[config.mk]
export PLATFORM = sky130hd
export DESIGN_NAME = mux_scan_serializer
export DESIGN_NICKNAME = d
export VERILOG_FILES = /design/src/rtl/mux_scan_serializer_pkg.sv /design/src/rtl/s16bitmux.sv /design/src/rtl/mux_scan_serializer.sv
export SDC_FILE = /design/constraint.sdc
export NUM_CORES = 1
export LEC_CHECK = 0
export CAP_MARGIN = 0
export CORE_ASPECT_RATIO = 0.75
export CORE_MARGIN = 10
export CORE_UTILIZATION = 42
export CTS_CLUSTER_DIAMETER = 120
export DETAILED_ROUTE_END_ITERATION = 10
export HOLD_SLACK_MARGIN = 0.02
export PLACE_DENSITY = 0.7
export SKIP_CTS_REPAIR_TIMING = 1
export SLEW_MARGIN = 40
export SYNTH_ARGS = -nofsm -noshare
export SYNTH_HDL_FRONTEND = slang
export SYNTH_SLANG_ARGS = --single-unit
[constraint.sdc]
create_clock -name clk -period 1.79 [get_ports clk]
set_clock_uncertainty 0.05 [all_clocks]
set_input_delay 0.537 -clock clk [delete_from_list [all_inputs] [get_ports clk]]
set_output_delay 0.537 -clock clk [all_outputs]
set_load 0.03 [all_outputs]
[src/rtl/mux_scan_serializer_pkg.sv]
// Shared types and widths for the mux-based scan serializer.
package mux_scan_serializer_pkg;

    localparam int WORD_W = 16;
    localparam int IDX_W  = 4;
    localparam int CNT_W  = 8;

    typedef enum logic {
        IDLE  = 1'b0,
        SHIFT = 1'b1
    } state_t;

endpackage

[src/rtl/s16bitmux.sv]
// 16:1 bit-select mux; picks one bit of a 16-bit word by a 4-bit index.
module s16bitmux (
    input  logic [15:0] in,
    input  logic [3:0]  sel,
    output logic        out
);

    assign out = in[sel];

endmodule

[src/rtl/mux_scan_serializer.sv]
// Serializes a 16-bit word one bit per accepted transfer by sweeping the
// select of a 16:1 mux over a held copy of the word.
//
// state | meaning
// IDLE  | waiting for load_valid; load_ready high
// SHIFT | presenting hold[sel]; out_valid high, advances on out_ready
module mux_scan_serializer
    import mux_scan_serializer_pkg::*;
#(
    parameter int MSB_FIRST = 0
) (
    input  logic              clk,
    input  logic              rst,
    input  logic [WORD_W-1:0] in,
    input  logic              load_valid,
    output logic              load_ready,
    output logic [IDX_W-1:0]  sel,
    output logic              out,
    output logic              out_valid,
    input  logic              out_ready,
    output logic              last,
    output logic [CNT_W-1:0]  words
);

    localparam logic [IDX_W-1:0] START_IDX = (MSB_FIRST != 0) ? IDX_W'(WORD_W - 1) : '0;
    localparam logic [IDX_W-1:0] END_IDX   = (MSB_FIRST != 0) ? '0 : IDX_W'(WORD_W - 1);

    state_t             state_q, state_d;
    logic [WORD_W-1:0]  hold_q, hold_d;
    logic [IDX_W-1:0]   sel_q, sel_d;
    logic [CNT_W-1:0]   words_q, words_d;

    always_ff @(posedge clk) begin
        if (rst) begin
            state_q <= IDLE;
            hold_q  <= '0;
            sel_q   <= '0;
            words_q <= '0;
        end else begin
            state_q <= state_d;
            hold_q  <= hold_d;
            sel_q   <= sel_d;
            words_q <= words_d;
        end
    end

    always_comb begin
        state_d    = state_q;
        hold_d     = hold_q;
        sel_d      = sel_q;
        words_d    = words_q;
        load_ready = 1'b0;
        out_valid  = 1'b0;
        last       = 1'b0;
        case (state_q)
            IDLE: begin
                load_ready = 1'b1;
                if (load_valid) begin
                    hold_d  = in;
                    sel_d   = START_IDX;
                    state_d = SHIFT;
                end
            end
            SHIFT: begin
                out_valid = 1'b1;
                last      = (sel_q == END_IDX);
                if (out_ready) begin
                    // final bit leaves sel and hold parked where they ended
                    if (last) begin
                        state_d = IDLE;
                        words_d = words_q + CNT_W'(1);
                    end else if (MSB_FIRST != 0) begin
                        sel_d = sel_q - IDX_W'(1);
                    end else begin
                        sel_d = sel_q + IDX_W'(1);
                    end
                end
            end
            default: state_d = IDLE;
        endcase
    end

    s16bitmux u_mux (
        .in  (hold_q),
        .sel (sel_q),
        .out (out)
    );

    assign sel   = sel_q;
    assign words = words_q;

endmodule

Word level (Yosys, flattened, before mapping) --
Index checks and enable logic that the tools add are counted.
Word-level totals: output and inout port bits 16, register bits 29, bits of input ports 20
Operators by class: order comparisons 1, $add $sub $neg 2, mux-type cells 13, reduce and logical (&&, ||, !) cells 3, bitwise operators 1, equality and inequality tests 4
Operator list (count):
- 4-bit 2-to-1 mux | 3
- 8-bit by 1-bit adder with 8-bit output, second input constant | 1
- 4-bit one-hot mux with 2 select lines | 1
- 1-bit 2-to-1 mux | 7
- 2-bit != test, second input constant | 3
- 3-bit AND reduction | 2
- 4-bit by 5-bit < comparator with 1-bit output, second input constant | 1
- 4-bit by 1-bit adder with 4-bit output, second input constant | 1
- 1-bit binary-select mux with 4-bit select | 1
- 4-bit equality test, second input constant | 1
- 1-bit one-hot mux with 2 select lines | 1
- 2-bit AND reduction | 1
- 1-bit NOT | 1

Logic depth before layout (Yosys ltp) --
word-level depth 4, mapped depth 6, depth with buffers taken out 5

By module --
Synthesis repeated with hierarchy kept, for this count alone.
Unflattened totals: cells, all modules 155, area total of the unflattened synthesis 1345.0 µm²
By module, submodules not included:
- mux_scan_serializer | area each 1209.9 µm², sequential area each 580.6 µm², instances 1, cells each 148
- s16bitmux | area each 135.1 µm², sequential area each 0.0 µm², instances 1, cells each 7

Worst setup path before layout --
Ideal clock, no wire load.
path type register -> output, start register sel_q[0], in the netlist sel[0], end output port out, data required time 1.203 ns, path buffers 1, arrival 1.673 ns, setup slack -0.470 ns, cell stages (with the launch flop) 5, cell sequence dfxtp_1 clkbuf_1 mux4_2 mux2i_1 mux2i_1
On the way: word-level cells in the longest chain between the ends 2
Ends and longest elaborated chain:
- start, declared | RTL line mux_scan_serializer.sv:30 | logic [IDX_W-1:0] sel_q, sel_d;
- start signal, assigned | RTL line mux_scan_serializer.sv:42 | sel_q <= sel_d;
- 1-bit binary-select mux with 4-bit select | RTL line s16bitmux.sv:8 | assign out = in[sel];
- 1-bit 2-to-1 mux (not written as such) | RTL line s16bitmux.sv:8
- end, declared | RTL line mux_scan_serializer.sv:18 | output logic out,
Every way passes these cells. The select of a mux whose other input is x is not followed.

Final worst setup path --
start register sel_q[1], in the netlist sel[1], end output port out
The elaborated chain is that of the path after synthesis.

==> impl_metrics.csv <==
group,metric,value,unit
clock_tree,cts_tree,"done",
timing,min_period,2.21,ns
timing,setup_tns,-1.37,ns
yosys,synth_edf_count,0,
critical_path,cp-startpoint,"sel[1]",
global_route,grt_pass1_wl,5930,microns
drt,vias_per_cell,5.25,
yosys,ys_types,31,
critical_path,r2r-start,"sel[1]",
drt,drt_iter0_markers,87,
critical_path,timing.rr.end,"words[6]",
worst_hold_path,hold_path_class,"reg -> reg",
yosys,synth_area,1320,sq um
clock_tree,numCtsBuffers,5,
global_route,grt_use_total,12.9,%
die,die_h,68.5,microns
critical_path,critPathMaxFanout,3,
timing,setup_violations,8,
drt,firstDrtPassIters,4,
drt,num_vias,1303,
critical_path,cp_data_required_time,1.20,ns
finish,layout-drive-gt1-share,27.1,%
clock_tree,clock_latency,0.28,ns
yosys,syn_nets,176,
drt,totalWireLength,3700,microns
yosys,synth_top_family_by_area,"simple AND/OR/NAND/NOR gates",
clock_tree,clk_pin_slew,0.06,ns
global_route,grt_pass1_vias,1274,
yosys,synth_xor_area_share,0,%
drt,drc_errors,0,
run_status,violations,"setup timing",
yosys,syn_avg_cell_area,8.56,sq um
finish,finalNetCount,231,
yosys,netlist_instances,154,
yosys,synth_compound_area_share,16.8,%
flow_run,cap_violations,0,
yosys,synth-simple-area-share,22.0,%
critical_path,crit_type,"reg -> out",
placement,placed_area,1860,sq um
timing,slew_viol_final,0,
drt,wire_per_inst,14.9,microns
run_status,status,"complete, but fails checks",
die,initial_core_util,44.2,%
yosys,synth-seq-cells,29,
critical_path,endpoint_kind,"output port",
global_route,overflow,0,
placement,port_buffers,35,
finish,fillers,255,
finish,final_util,68.1,%
finish,area_delta_synth_final,53.8,%
timing,period_share,124,%
critical_path,r2r_cells,7,
global_route,grt_max_degree,17,
timing,timing.fmax,452,MHz
timing,hold_violations,0,
yosys,synth-async-reset-ratio,0,%
yosys,yosysSeqAreaShare,44.1,%
timing,relSlewSlack,76.3,%
power,ir_drop,0.525,mV
yosys,synth_warnings,0,
clock_tree,cts_max_level,2,
power,pwr_density_cell,676,nW/um^2
die,rows,17,
timing,tightest_slew,0.352,ns
critical_path,cp-endpoint,"out",
yosys,synth-adder-area-share,1.90,%
power,total_power,1.37,mW
die,die_x,84.7,microns
power,leakage,0.902,nW
placement,hpwlAfterDp,2840,microns
finish,antennaDiodeCount,0,
yosys,synthMuxAreaShare,9.97,%
clock_tree,clock-sinks,29,
timing,whs,0.405,ns
critical_path,ff2ff_setup_slack,-0.17,ns
finish,finish.instance_area,2030,sq um
global_route,antenna_found_initial,0,
clock_tree,cts_buffer_depth,2,
die,die-area,5800,sq um
drt,ant_nets,0,
die,coreArea,2980,sq um
clock_tree,cts-root-buf,"clkbuf_8",
timing,rsz0062_at_grt,"yes",
yosys,synthFlopType,"dfxtp_1",
critical_path,critPathArrivalTime,1.62,ns
placement,gp_congestion,0.828,
critical_path,start_kind,"flip-flop",
timing,setup_slack,-0.421,ns
die,io_pins,36,
metal layers:
layer  share of wire, %  global-route usage (%)  up-vias
li1                   -                       -      655
met1                 44                    14.9      606
met2                 48                    19.9       34
met3                5.9                    6.09        8
met4                2.1                    6.35        0
met5                  0                       0        -
logic make-up after synthesis:
| group | count (synthesis) |
|---|---|
| AOI/OAI and AO/OA | 39 |
| adders and majority gates | 2 |
| and+or+nand+nor | 60 |
| DFF | 29 |
| muxes | 8 |
| buffers and inverters | 16 |
synthesized netlist by cell type (4+ instances only):
cell type / number / area, sq um
buf_2: 4 / 20.0
mux4_2: 4 / 90.1
clkbuf_1: 5 / 18.8
dfxtp_1: 29 / 581
nand2_1: 35 / 131
or3_1: 4 / 25.0
o21ai_0: 4 / 20.0
inv_1: 6 / 22.5
o31ai_1: 4 / 30.0
nand3_1: 5 / 25.0
a21oi_1: 25 / 125
or4_1: 4 / 30.0
worst min path at each step:
| stage | from | to | slack (ns) | depth (start not counted) |
|---|---|---|---|---|
| 6_report | hold_q[8] | hold_q[8] | 0.40 | 2 |
| 5_1_grt | hold_q[5] | hold_q[5] | 0.43 | 2 |
| 4_1_cts | hold_q[8] | hold_q[8] | 0.41 | 2 |
| 3_5_place_dp | hold_q[8] | hold_q[8] | 0.40 | 2 |
| 3_3_place_gp | hold_q[9] | hold_q[9] | 0.39 | 2 |
| 2_1_floorplan | hold_q[12] | hold_q[12] | 0.38 | 2 |
flip-flops by register name (all words and copies together) (netlist names):
name and cells:
hold_q 16, words 8, sel 4, state_q 1
report_power, final:
part	internal, mW	switching (mW)
Clock	0.261	0.246
Sequential	0.667	0.0142
Combinational	0.100	0.0831
stage by stage:
stage | std cells | setup WS [ns]
final | 248 | -0.421
after global routing | 248 | -0.468
after CTS | 247 | -0.967
after detailed placement | 239 | -0.650
after global placement | 239 | -0.621
after floorplan | 154 | -0.179
worst max-delay path, cell delays in order, from the launching register on:
cell	delay [ns]
dfxtp_4	0.37
mux4_2	0.53
mux2i_4	0.20
mux2i_4	0.10
buf_6	0.14
final cells by class:
cell class              count  area (sq um)  area share [%]
multi-input cells         109           728            35.9
clock buffers               5          68.8            3.40
inverters                   6          26.3            1.30
flip-flops and latches     29           591            29.1
repair buffers             58           553            27.3
clock inverters             3          12.5           0.617
well taps                  38          47.5            2.35
layout by cell type, fill, tap and decap left out, drive strengths merged, types with 2 or more instances in the layout:
| cell type | instances |
|---|---|
| clkdlybuf4s50 | 19 |
| clkinv | 3 |
| or4 | 4 |
| a21oi | 25 |
| nor2 | 2 |
| nand2 | 35 |
| nand3 | 5 |
| mux4 | 4 |
| mux2i | 3 |
| o21ai | 4 |
| ha | 2 |
| dfxtp | 29 |
| or3 | 4 |
| dlymetal6s2s | 10 |
| buf | 29 |
| o31ai | 4 |
| nand4 | 2 |
| o211ai | 2 |
| nor2b | 2 |
| inv | 5 |
| clkbuf | 5 |
(Power assumes the default switching activity.)
